### config.mk
export PLATFORM = sky130hd
export DESIGN_NAME = pc_fetch_unit
export DESIGN_NICKNAME = d
export VERILOG_FILES = /design/src/rtl/pc_fetch_unit_pkg.sv /design/src/rtl/pc_target_calc.sv /design/src/rtl/pc_fetch_unit.sv
export SDC_FILE = /design/constraint.sdc
export NUM_CORES = 1
export LEC_CHECK = 0
export CAP_MARGIN = 25
export CORE_MARGIN = 2
export CORE_UTILIZATION = 39
export CTS_BUF_LIST = sky130_fd_sc_hd__clkbuf_16
export DETAILED_ROUTE_END_ITERATION = 8
export MAX_ROUTING_LAYER = met4
export PLACE_DENSITY = 0.82
export SLEW_MARGIN = 15
export SYNTH_ARGS = -nofsm -noshare
export SYNTH_HDL_FRONTEND = slang
export SYNTH_HIERARCHICAL = 1
export SYNTH_SLANG_ARGS = --single-unit
### constraint.sdc
create_clock -name clk -period 3.8 [get_ports clk]
set_input_delay 0.76 -clock clk [delete_from_list [all_inputs] [get_ports clk]]
set_output_delay 0.76 -clock clk [all_outputs]
set_load 0.05 [all_outputs]
### src/rtl/pc_fetch_unit_pkg.sv
// Shared encodings for the PC / instruction-fetch stage: next-PC mux selects and fetch FSM states.
package pc_fetch_unit_pkg;

  localparam int DATA_W = 32;

  typedef enum logic [1:0] {
    SEL_SEQ = 2'b00,
    SEL_BR  = 2'b01,
    SEL_J   = 2'b10,
    SEL_JR  = 2'b11
  } sel_e;

  typedef enum logic [1:0] {
    FETCH = 2'b00,
    DRAIN = 2'b01,
    HOLD  = 2'b10
  } state_e;

endpackage

### src/rtl/pc_target_calc.sv
// Combinational redirect targets: branch (PC+4 relative), jump (region + index) and jr (register).
module pc_target_calc
  import pc_fetch_unit_pkg::*;
(
  input  logic [DATA_W-1:0] redir_pc4,
  input  logic [15:0]       br_off,
  input  logic [25:0]       j_index,
  input  logic [DATA_W-1:0] jr_target,
  output logic [DATA_W-1:0] br_tgt,
  output logic [DATA_W-1:0] j_tgt,
  output logic [DATA_W-1:0] jr_tgt
);

  logic signed [DATA_W-1:0] br_disp;
  logic signed [DATA_W-1:0] br_sum;

  // Word offset: sign-extend the immediate and scale to bytes.
  assign br_disp = {{(DATA_W-18){br_off[15]}}, br_off, 2'b00};
  assign br_sum  = $signed(redir_pc4) + br_disp;
  assign br_tgt  = $unsigned(br_sum);

  assign j_tgt  = {redir_pc4[DATA_W-1:DATA_W-4], j_index, 2'b00};
  assign jr_tgt = jr_target;

endmodule

### src/rtl/pc_fetch_unit.sv
// PC register, next-PC candidate/select generation, one-outstanding instruction fetch and
// wrong-path squashing with a saturating discard counter.
module pc_fetch_unit
  import pc_fetch_unit_pkg::*;
#(
  parameter logic [31:0] RESET_PC = 32'h0000_0000,
  parameter int          SQ_CNT_W = 8
) (
  input  logic                clk,
  input  logic                reset,
  output logic [31:0]         cand0,
  output logic [31:0]         cand1,
  output logic [31:0]         cand2,
  output logic [31:0]         cand3,
  output logic                sel_s0,
  output logic                sel_s1,
  input  logic [31:0]         next_pc,
  output logic                imem_req,
  output logic [31:0]         imem_addr,
  input  logic                imem_ack,
  input  logic [31:0]         imem_rdata,
  output logic [31:0]         instr,
  output logic [31:0]         instr_pc,
  output logic                instr_valid,
  input  logic                dec_ready,
  input  logic                br_taken,
  input  logic                j_en,
  input  logic                jr_en,
  input  logic [31:0]         redir_pc4,
  input  logic [15:0]         br_off,
  input  logic [25:0]         j_index,
  input  logic [31:0]         jr_target,
  output logic [SQ_CNT_W-1:0] squash_cnt
);

  state_e      state, state_nxt;
  logic [31:0] pc;

  logic        pend_vld;
  sel_e        pend_sel;
  logic [31:0] pend_tgt;

  logic [31:0] br_tgt, j_tgt, jr_tgt;
  logic        redir_new;
  sel_e        new_sel;
  logic [31:0] new_tgt;
  logic        redir_any;
  sel_e        eff_sel;

  logic        pc_load, capture, drop_valid, sq_inc, consume;

  function automatic logic [SQ_CNT_W-1:0] sat_inc(input logic [SQ_CNT_W-1:0] v);
    return (&v) ? v : v + SQ_CNT_W'(1);
  endfunction

  pc_target_calc u_tgt (
    .redir_pc4 (redir_pc4),
    .br_off    (br_off),
    .j_index   (j_index),
    .jr_target (jr_target),
    .br_tgt    (br_tgt),
    .j_tgt     (j_tgt),
    .jr_tgt    (jr_tgt)
  );

  // A pulse arriving this cycle wins over the pending entry so same-cycle redirects steer next_pc.
  always_comb begin
    redir_new = jr_en | j_en | br_taken;
    new_sel   = SEL_SEQ;
    new_tgt   = br_tgt;
    if (jr_en) begin
      new_sel = SEL_JR;
      new_tgt = jr_tgt;
    end else if (j_en) begin
      new_sel = SEL_J;
      new_tgt = j_tgt;
    end else if (br_taken) begin
      new_sel = SEL_BR;
      new_tgt = br_tgt;
    end
    redir_any = redir_new | pend_vld;
    eff_sel   = redir_new ? new_sel : (pend_vld ? pend_sel : SEL_SEQ);
  end

  assign cand0 = pc + 32'd4;
  assign cand1 = (pend_vld && !redir_new) ? pend_tgt : br_tgt;
  assign cand2 = (pend_vld && !redir_new) ? pend_tgt : j_tgt;
  assign cand3 = (pend_vld && !redir_new) ? pend_tgt : jr_tgt;

  assign {sel_s1, sel_s0} = reset ? SEL_SEQ : eff_sel;
  assign imem_req         = !reset && (state == FETCH);
  assign imem_addr        = pc;

  always_ff @(posedge clk) begin
    if (reset) state <= FETCH;
    else       state <= state_nxt;
  end

  always_comb begin
    state_nxt  = state;
    pc_load    = 1'b0;
    capture    = 1'b0;
    drop_valid = 1'b0;
    sq_inc     = 1'b0;
    consume    = 1'b0;
    unique case (state)
      FETCH: begin
        if (imem_ack) begin
          if (redir_any) begin
            sq_inc  = 1'b1;
            pc_load = 1'b1;
            consume = 1'b1;
          end else begin
            capture   = 1'b1;
            state_nxt = HOLD;
          end
        end else if (redir_new) begin
          state_nxt = DRAIN;
        end
      end
      DRAIN: begin
        if (imem_ack) begin
          sq_inc    = 1'b1;
          pc_load   = 1'b1;
          consume   = 1'b1;
          state_nxt = FETCH;
        end
      end
      HOLD: begin
        if (dec_ready) begin
          pc_load    = 1'b1;
          consume    = 1'b1;
          drop_valid = 1'b1;
          state_nxt  = FETCH;
        end else if (redir_new) begin
          sq_inc     = 1'b1;
          pc_load    = 1'b1;
          consume    = 1'b1;
          drop_valid = 1'b1;
          state_nxt  = FETCH;
        end
      end
      default: state_nxt = FETCH;
    endcase
  end

  always_ff @(posedge clk) begin
    if (reset) begin
      pc          <= RESET_PC;
      instr_valid <= 1'b0;
      instr       <= '0;
      instr_pc    <= '0;
      squash_cnt  <= '0;
      pend_vld    <= 1'b0;
    end else begin
      if (pc_load) pc <= next_pc;
      if (capture) begin
        instr       <= imem_rdata;
        instr_pc    <= pc;
        instr_valid <= 1'b1;
      end else if (drop_valid) begin
        instr_valid <= 1'b0;
      end
      if (sq_inc) squash_cnt <= sat_inc(squash_cnt);
      if (consume)        pend_vld <= 1'b0;
      else if (redir_new) pend_vld <= 1'b1;
    end
  end

  // Pending redirect payload; only meaningful while pend_vld is set.
  always_ff @(posedge clk) begin
    if (redir_new && !consume) begin
      pend_sel <= new_sel;
      pend_tgt <= new_tgt;
    end
  end

endmodule

# Yosys cells after proc, flatten, opt, wreduce, memory -nomap -nowiden
# Index checks and enable logic that the tools add are counted.
# totals
register_bits,142
inputBits,177
output_inout_bits,236
wordCells,66
# classes
n_addsub,3
n_eq_ne,6
n_mux,32
bitwise_logic,4
reduce_logical,12
# ops
operator,n
two-way mux 32 bit,5
adder 32 x 18 -> 32 bit,1
adder 32 x 3 -> 32 bit (second input constant),1
two-way mux 2 bit,11
two-way mux 1 bit,13
!= test 3 bit (second input constant),3
adder 8 x 1 -> 8 bit (second input constant),1
AND reduction 8 bit,1
one-hot mux 1 bit (3 select lines),2
one-hot mux 2 bit (3 select lines),1
AND reduction 4 bit,1
logical AND 1 bit,3
logical NOT 1 bit,3
OR 1 bit,3
equality test 2 x 1 -> 1 bit (second input constant),1
equality test 2 bit (second input constant),1
logical NOT 2 bit,1
!= test 2 bit (second input constant),1
AND reduction 2 bit,1
nonzero test 2 bit,1
OR reduction 2 bit,1
NOT 1 bit,1

# Longest topological paths before layout
# Gate-level depths: netlist of run 1.
# logic_depth
depth_word,8
ltp_mapped,12
ltp_nobuf,12

# Modules after synthesis
# Netlist of run 1, hierarchy kept.
# by_module_without_submodules
module,n_inst,cells_per_inst,area_per_inst_um2
pc_fetch_unit,1,982,7308.3
pc_target_calc,1,283,2093.3

# Worst setup path before layout of run 1
# Ideal clock, no wire load.
# synth_path
kind,input -> output
start,in redir_pc4[2]
end,out cand1[30]
arrival_ns,3.164
t_required_ns,3.040
path_slack_ns,-0.124
cell_stages,12
cell_sequence,ha_1 inv_1 fa_1 nand2b_1 a21o_1 and3_1 o41ai_2 and3_1 a311oi_1 xnor2_1 nand2_1 nand2_1
# synth_via
elab_chain_len,2
# synth_lines
item,line,rtl
from (decl),pc_fetch_unit.sv:29,"input logic [31:0] redir_pc4,"
adder 32 x 18 -> 32 bit,pc_target_calc.sv:19,assign br_sum = $signed(redir_pc4) + br_disp;
net br_tgt[30],pc_fetch_unit.sv:43,"logic [31:0] br_tgt, j_tgt, jr_tgt;"
two-way mux 32 bit,pc_fetch_unit.sv:86,assign cand1 = (pend_vld && !redir_new) ? pend_tgt : br_tgt;
to (decl),pc_fetch_unit.sv:12,"output logic [31:0] cand1,"
# The timed path passes the listed nets, and every way through them passes these cells.

# Final worst setup path of run 1
# layout_path
start,in redir_pc4[2]
end,out cand1[24]
# Same word-level chain as after synthesis.

==> results of run 1 <==
==> metal layers <==
metal  vias to the layer above  track usage [%]  share of wire [%]
met2                       558            49.43                 51
li1                       5057                -                  -
met3                       111            6.382                7.3
met1                      5022            30.37                 38
met5                         -                -                  0
met4                         0            12.19                4.0
==> cell usage after synthesis (22+ instances only) <==
cell	count	area, µm²
a21oi_1	136	680.7
buf_4	71	533.0
clkbuf_1	48	180.2
dfxtp_1	108	2162
edfxtp_1	34	1021
ha_1	31	387.9
mux2i_1	35	350.3
nand2_1	418	1569
nand3_1	50	250.2
nor2_1	22	82.58
o21ai_0	73	365.4
xnor2_1	37	324.1
==> final timing paths <==
path / to / slack [ns]
setup / recovery: cand1[24] / -0.08
hold / removal: instr_pc[11]$_SDFFE_PP0P_ / 0.45
setup reg to reg: pend_tgt[25]$_DFFE_PP_ / 1.67
hold reg to reg: instr_pc[11]$_SDFFE_PP0P_ / 0.45
==> cell families (layout without fill, tap and decap cells) <==
logic type | Yosys count | in the layout | synth area share, %
buffers and inverters | 158 | 582 | 9.702
adders and majority gates | 32 | 32 | 4.339
AOI/OAI and AO/OA | 269 | 269 | 16.49
DFF | 142 | 142 | 33.86
xor gates and xnor gates | 54 | 54 | 5.031
muxes | 40 | 40 | 4.325
and+or+nand+nor | 569 | 569 | 26.22
other | 1 | 4 | 0.03989
==> through the flow <==
stage          area (µm²)  TNS [ns]  utilization (%)
2_1_floorplan        9410  -0.01625                -
3_3_place_gp        14820    -7.010            62.95
3_5_place_dp        14820    -8.073            62.95
4_1_cts             15860  -0.07017            67.37
5_1_grt             16150    -1.248            68.61
6_report            16150   -0.4277            68.61
==> power by group <==
| part | total (µW) | switching, µW | internal (µW) |
|---|---|---|---|
| clock | 1610 | 754 | 855 |
| sequential | 1690 | 64.3 | 1630 |
| combinational | 2490 | 1360 | 1130 |
==> cell type report <==
cell class / count / area (µm²)
diodes: 2 / 5.005
clock buffers: 17 / 425.4
repair buffers: 536 / 5995
well taps: 319 / 399.1
multi-input cells: 966 / 5967
fillers: 1712 / 7390
flip-flops and latches: 142 / 3183
clock inverters: 14 / 122.6
inverters: 15 / 56.30
==> flip-flops by register name, indices dropped and copies added, names as in the netlist <==
register	count
imem_addr	32
instr	32
instr_pc	32
pend_tgt	32
squash_cnt	8
pend_sel	2
state	2
instr_valid	1
pend_vld	1
==> what timing repair did <==
action                                  in CTS  in global routing
resized for setup                          128                 60
cloned                                       0                  0
pin swaps                                   53                 43
buffers inserted                            13                 12
endpoints found under the setup margin      21                 15
hold buffers                                 0                  0
==> critical path: cells and delay by family <==
family	cells	cell delay, ns
AO/OA/AOI/OAI	3	0.57
XOR/XNOR	1	0.19
adder cells (fa/ha/maj)	2	0.47
buffers and inverters	6	0.70
AND/OR/NAND/NOR	4	0.43
==> flow_metrics.tcl, run 1 <==
set metrics [dict create \
    maxCapViolations 0 \
    overflow 0 \
    holdPathStages 2 \
    cpMaxStageDelayCell "fa_2" \
    vias 10750 \
    core_um2 23540 \
    ios 413 \
    ys_ff_latch 142 \
    min_path_type "register to register" \
    grt_usage_pct 28.10 \
    critPathLaunch "redir_pc4[2]" \
    cts_root_buf "clkbuf_16" \
    num_rows 56 \
    p_per_area_nw_per_um2 358.5 \
    max_stage_delay_ns 0.34 \
    routed_wl_um 36710 \
    critPathLaunchType "input pin" \
    nNetsFinal 1887 \
    die_w_um 159.3 \
    setup-violations-final 9 \
    area_growth_pct 71.81 \
    r2r_cells 5 \
    grt_pass1_wl_um 55950 \
    io_buffers 412 \
    min_period_ns 3.882 \
    clk_pin_slew_worst_paths_ns 0.06 \
    ir_worst_vdd_uv 237.0 \
    leakage_uw 0.006747 \
    required_ns 3.04 \
    tightest_slew_ns 1.059 \
    pre_cts_ws_ns -0.6578 \
    synth-edff-count 34 \
    maxSlewViolCount 0 \
    synthCells 1265 \
    drive_gt1_share_pct 23.31 \
    ant_nets 0 \
    syn_area_um2 9402 \
    hp-start "instr_pc[11]$_SDFFE_PP0P_" \
    remaining_drc_errors 0 \
    synth_warnings 6 \
    avgSynthCellArea_um2 7.432 \
    violations "setup timing" \
    async_reset_ff_share_pct 0 \
    critPathArrivalTime_ns 3.12 \
    grt_start_max_net_pins 101 \
    worstSetupEndpointType "output pin" \
    slew_headroom_pct 29.40 \
    drt_iter0_drc 892 \
    final_cells 2011 \
    cts_tree "built" \
    hold_slack_ns 0.4534 \
    die_area_um2 25360 \
    r2r-start "pend_vld$_SDFFE_PP0P_" \
    die_h_um 159.3 \
    most-common-layout-cells "nand2_1, clkdlybuf4s50_1, buf_4" \
    cts_buffer_depth 2 \
    rsz0062_at_grt "yes" \
    viasPerCell 5.345 \
    min_period_over_period_pct 102.2 \
    placed_cells 1954 \
    wl_per_cell_um 18.26 \
    cts_sinks 142 \
    fmax_ghz 0.2576 \
    place.gp.congestion 0.9145 \
    p_total_uw 5791 \
    ys.flop_type "dfxtp_1" \
    ctsHtreeMaxLevel 4 \
    finClkSkew_ns 0.01110 \
    dp_hpwl_um 25940 \
    hold_viol 0 \
    clk_latency_ns 0.42 \
    cp_max_fo 3 \
    path_class "input pin to output pin" \
    initial_utilization_pct 39.93 \
    ys_seq_area_share_pct 33.86 \
    drtPass1Iterations 5 \
    cts_buffers 17 \
    setup_slack_ns -0.08204 \
    antenna_found_initial 2 \
    path_cells "buf_6, ha_4, inv_2, fa_2, nand2b_4, a21o_1, buf_4, buf_6, nand3_4, a21oi_4, o31ai_2, buf_4, xor2_1, nand2_1, nand2_1, buf_12" \
    final_common_cell "nand2_1" \
    synth_cell_types 65 \
    outcome "complete, but fails checks" \
    first_global_vias 10680 \
]
Note: power is estimated with default switching activity, not from simulation.
==> run 2, diff against run 1 <==
- CELL_PAD_IN_SITES_DETAIL_PLACEMENT: unset -> 1
- CELL_PAD_IN_SITES_GLOBAL_PLACEMENT: unset -> 1
- CORE_UTILIZATION: 39 -> 27
==> run 2 against run 1 <==
  * The flow still finishes with violations (setup timing)
  * Setup slack worse by 0.078 ns
  * Largest cell class unchanged
  * Critical path type unchanged
  * Sequential power hardly changed
  * Largest power group unchanged
  * Clock skew is 0.0013 ns lower
==> flow_metrics.tcl, run 2 (synthesis gave the netlist of run 1 again) <==
set metrics [dict create \
    area_growth_pct 77.38 \
    final_cells 2178 \
    placed_cells 2103 \
    drt_iter0_drc 572 \
    setup_slack_ns -0.1604 \
    antenna_found_initial 3 \
    clk_pin_slew_worst_paths_ns 0.07 \
    rsz0062_at_grt "yes" \
    leakage_uw 0.006971 \
    critPathArrivalTime_ns 3.20 \
    min_path_type "register to register" \
    first_global_vias 11530 \
    path_buf_inv 5 \
    grt_pass1_wl_um 63840 \
    ios 413 \
    use_met3_pct 4.637 \
    grt_start_max_net_pins 79 \
    critPathLaunchType "input pin" \
    num_rows 68 \
    die_h_um 190.6 \
    p_total_uw 5988 \
    place.gp.congestion 0.9007 \
    grt_usage_pct 23.22 \
    setup-violations-final 8 \
    cts_buffer_depth 2 \
    initial_utilization_pct 27.28 \
    final_common_cell "nand2_1" \
    drtPass1Iterations 4 \
    path_cells "buf_8, ha_4, inv_2, fa_2, nand2b_4, a21o_1, and3_4, o41ai_4, buf_4, and3_4, buf_6, a21oi_4, xnor2_2, nand2_1, nand2_2, buf_12" \
    tightest_slew_ns 0.8579 \
    min_period_over_period_pct 104.2 \
    cpLargestDelayFamily "simple AND/OR/NAND/NOR gates" \
    n_fill_cell 4002 \
    cp_max_fo 2 \
    use_met1_pct 24.37 \
    overflow 0 \
    routed_wl_um 43550 \
    path_class "input pin to output pin" \
    cts_tree "built" \
    cts_root_buf "clkbuf_16" \
    violations "setup timing" \
    hold_viol 0 \
    vias 10910 \
    busiest_layer "met2" \
    dp_hpwl_um 30480 \
    required_ns 3.04 \
    ctsHtreeMaxLevel 4 \
    core_um2 34460 \
    fmax_ghz 0.2525 \
    path_common_cell "and3_4" \
    maxSlewViolCount 0 \
    finClkSkew_ns 0.009755 \
    max_stage_delay_ns 0.36 \
    die_w_um 190.6 \
    min_period_ns 3.960 \
    multiInputGateArea_um2 6060 \
    ant_nets 0 \
    layout.area.seq_um2 3183 \
    die_area_um2 36330 \
    ir_worst_vdd_uv 291.8 \
    remaining_drc_errors 0 \
    viasPerCell 5.011 \
    clk_latency_ns 0.43 \
    cpMaxStageDelayCell "fa_2" \
    nNetsFinal 1916 \
    drive_gt1_share_pct 25.87 \
    cts_buffers 17 \
    slew_headroom_pct 42.81 \
    p_per_area_nw_per_um2 359.1 \
    cts_sinks 142 \
    worstSetupEndpointType "output pin" \
    maxCapViolations 0 \
    most-common-layout-cells "nand2_1, clkdlybuf4s50_1, buf_4" \
    io_buffers 412 \
    outcome "complete, but fails checks" \
    grtUsageMet2_pct 42.14 \
    wl_per_cell_um 19.99 \
]
## run 2: cell count changes in the layout (fill, tap and decap cells not counted), sizes merged
| cell | change |
|---|---|
| dlygate4sd2 | -2 |
| clkinv | +4 |
| buf | +41 |
| clkdlybuf4s15 | -2 |
| dlymetal6s2s | -1 |
| clkinvlp | -3 |
| diode | +1 |
| clkbuf | +4 |
| clkdlybuf4s50 | -11 |
## run 2: final timing paths
path,start,endpoint,slack [ns],cells after the start
min,instr_pc[9]$_SDFFE_PP0P_,instr_pc[9]$_SDFFE_PP0P_,0.46,2
min reg2reg,instr_pc[9]$_SDFFE_PP0P_,instr_pc[9]$_SDFFE_PP0P_,0.46,2
max reg2reg,pend_vld$_SDFFE_PP0P_,pend_tgt[23]$_DFFE_PP_,1.64,5
max,br_off[0],cand1[22],-0.16,16
## run 2: worst min-delay path, delay by kind of cell (launching register included)
kind,cells,cell delay [ns]
simple gates,1,0.05
compound gates,1,0.05
flops,1,0.31
## run 2: through the flow
stage | area, µm² | hold slack [ns] | setup TNS [ns] | setup slack [ns] | util (%)
after floorplan | 9410 | 0.4599 | -0.01625 | -0.01625 | -
after global placement | 15100 | 0.4416 | -8.844 | -0.7479 | 43.82
after detailed placement | 15100 | 0.4483 | -10.68 | -0.8698 | 43.82
after CTS | 16320 | 0.4586 | -0.4440 | -0.1194 | 47.36
after global routing | 16680 | 0.4776 | -1.215 | -0.2274 | 48.40
final | 16680 | 0.4559 | -0.5925 | -0.1604 | 48.40
## run 2: layer usage
metal | routed length, µm | vias up
li1 | - | 5123
met1 | 16700 | 5257
met2 | 22630 | 434
met3 | 2571 | 99
met4 | 1644 | 0
met5 | 0 | -
## run 2: report_power, final
group          total, µW  internal (µW)  switching (µW)  leakage, µW
Clock               1680            872             812     0.000278
Combinational       2610           1190            1420      0.00548
Sequential          1690           1630            66.8      0.00121
Total               5990           3690            2300      0.00697
## run 2: area by class of cell
class / count / share of cell area, %
antenna: 3 / 0.04502
multi-input combinational: 966 / 36.34
clock buffer: 17 / 2.551
tap: 455 / 3.414
clock inverter: 15 / 0.8854
sequential: 142 / 19.09
timing repair buffer: 565 / 37.34
inverter: 15 / 0.3376
## run 2: what timing repair did
| item | 4_1_cts | 5_1_grt |
|---|---|---|
| setup buffers | 25 | 21 |
| hold buffers | 0 | 0 |
| resized for setup | 158 | 84 |
| endpoints found under the hold margin | 0 | 0 |
| pin swaps | 60 | 49 |
| setup endpoints to repair | 21 | 16 |
==> run 3, diff against run 2 <==
- CTS_BUF_LIST: sky130_fd_sc_hd__clkbuf_16 -> sky130_fd_sc_hd__clkbuf_4
==> run 3 against run 2 <==
  * Sequential power hardly changed
  * Largest cell class unchanged
  * Combinational power hardly changed
  * Cell count stayed put
  * Die area stayed put
  * Setup slack worse by 0.0072 ns
  * Register-to-register slack worse by 0.05 ns
  * The flow still finishes with violations (setup timing)
  * Critical endpoint unchanged
  * Hold slack better by 0.0098 ns
  * Non-clock buffer count stayed put
  * Critical path depth stayed put
  * Core utilization is 0.79 points lower
==> flow_metrics.tcl, run 3 (synthesis gave the netlist of run 1 again) <==
set metrics [dict create \
    cts_root_buf "clkbuf_4" \
    ios 413 \
    die_h_um 190.6 \
    place.gp.congestion 0.9007 \
    fmax_ghz 0.2520 \
    antenna_found_initial 3 \
    ant_nets 0 \
    die_w_um 190.6 \
    use_met1_pct 24.41 \
    grt_usage_pct 23.09 \
    min_period_ns 3.968 \
    routed_wl_um 43330 \
    io_buffers 412 \
    most-common-layout-cells "nand2_1, clkdlybuf4s50_1, buf_4" \
    grt_start_max_net_pins 79 \
    grt_pass1_wl_um 63620 \
    first_global_vias 11500 \
    overflow 0 \
    setup_slack_ns -0.1677 \
    violations "setup timing" \
    busiest_layer "met2" \
    clk_latency_ns 0.57 \
    fin_area_um2 16400 \
    initial_utilization_pct 27.28 \
    placed_cell_area_um2 15100 \
    critPathArrivalTime_ns 3.21 \
    remaining_drc_errors 0 \
    rsz0062_at_grt "yes" \
    finClkSkew_ns 0.02112 \
    path_class "input pin to output pin" \
    grtUsageMet2_pct 42.04 \
    dp_hpwl_um 30480 \
    use_met3_pct 4.472 \
    drtPass1Iterations 6 \
    tightest_slew_ns 0.8457 \
    slew_headroom_pct 43.62 \
    final_cells 2178 \
    final_common_cell "nand2_1" \
    die_area_um2 36330 \
    area_growth_pct 74.49 \
    worstSetupEndpointType "output pin" \
    nNetsFinal 1916 \
    cts_buffers 17 \
    min_period_over_period_pct 104.4 \
    cts_buffer_depth 2 \
    vias 10900 \
    ctsHtreeMaxLevel 4 \
    core_um2 34460 \
    p_per_area_nw_per_um2 325.3 \
    maxSlewViolCount 0 \
    maxCapViolations 0 \
    leakage_uw 0.006881 \
    drive_gt1_share_pct 25.99 \
    drt_iter0_drc 552 \
    wl_per_cell_um 19.89 \
    cts_tree "built" \
    hold_viol 0 \
    postCtsHoldBufs 0 \
    placed_cells 2103 \
    outcome "complete, but fails checks" \
    cts_sinks 142 \
    ir_worst_vdd_uv 182.8 \
    critPathLaunchType "input pin" \
    cp_max_fo 2 \
    clk_pin_slew_worst_paths_ns 0.16 \
    holdPathStages 2 \
    viasPerCell 5.006 \
    required_ns 3.04 \
    min_path_type "register to register" \
    num_rows 68 \
    r2r_cells 5 \
    setup-violations-final 5 \
]
==> run 3: final timing paths <==
check	start	to	slack, ns
max	br_off[0]	cand1[22]	-0.17
min	instr[15]$_SDFFE_PP0P_	instr[15]$_SDFFE_PP0P_	0.47
max reg2reg	pend_vld$_SDFFE_PP0P_	pend_tgt[23]$_DFFE_PP_	1.59
min reg2reg	instr[15]$_SDFFE_PP0P_	instr[15]$_SDFFE_PP0P_	0.47
==> run 3: repair_timing <==
item                                    4_1_cts  5_1_grt
setup buffers                                26       18
resized for setup                           158       85
pin swaps                                    62       34
endpoints found under the setup margin       21       17
==> run 3: cell type report <==
cell class | instances | area (µm²)
Timing Repair Buffer | 565 | 6223
Inverter | 15 | 56.30
Fill cell | 4040 | 18050
Multi-Input combinational cell | 966 | 6090
Clock inverter | 15 | 147.6
Antenna cell | 3 | 7.507
Tap cell | 455 | 569.3
Sequential cell | 142 | 3183
Clock buffer | 17 | 127.6
==> run 3: where the power goes <==
| group | switching (µW) | leakage [µW] | internal (µW) |
|---|---|---|---|
| clock | 728 | 0.000147 | 294 |
| combinational | 1430 | 0.00552 | 1190 |
| sequential | 66.8 | 0.00121 | 1630 |
| total | 2220 | 0.00688 | 3110 |
==> run 3: layer usage <==
layer / share of wire [%] / vias to the layer above / wire length (µm)
li1: - / 5116 / -
met1: 38 / 5279 / 16610
met2: 52 / 408 / 22550
met3: 5.8 / 99 / 2513
met4: 3.8 / 0 / 1661
met5: 0 / - / 0
==> run 3: critical path: stages <==
cell and delay, ns:
buf_8 0.08, ha_4 0.13, inv_2 0.04, fa_2 0.37, nand2b_4 0.15, a21o_1 0.20, and3_4 0.20, o41ai_4 0.21
buf_4 0.17, and3_4 0.20, buf_6 0.10, a21oi_4 0.05, xnor2_2 0.21, nand2_1 0.10, nand2_2 0.09, buf_12 0.14
==> run 3: metrics by stage <==
stage	util [%]	TNS (ns)	setup WS [ns]	hold slack (ns)	power, µW
floorplan	-	-0.01625	-0.01625	0.4599	2913
global placement	43.82	-8.844	-0.7479	0.4416	3999
detailed placement	43.82	-10.68	-0.8698	0.4483	4051
CTS	46.52	-0.4353	-0.1194	0.4687	5236
global route	47.61	-1.119	-0.2552	0.4873	5568
finish	47.61	-0.3988	-0.1677	0.4657	5336
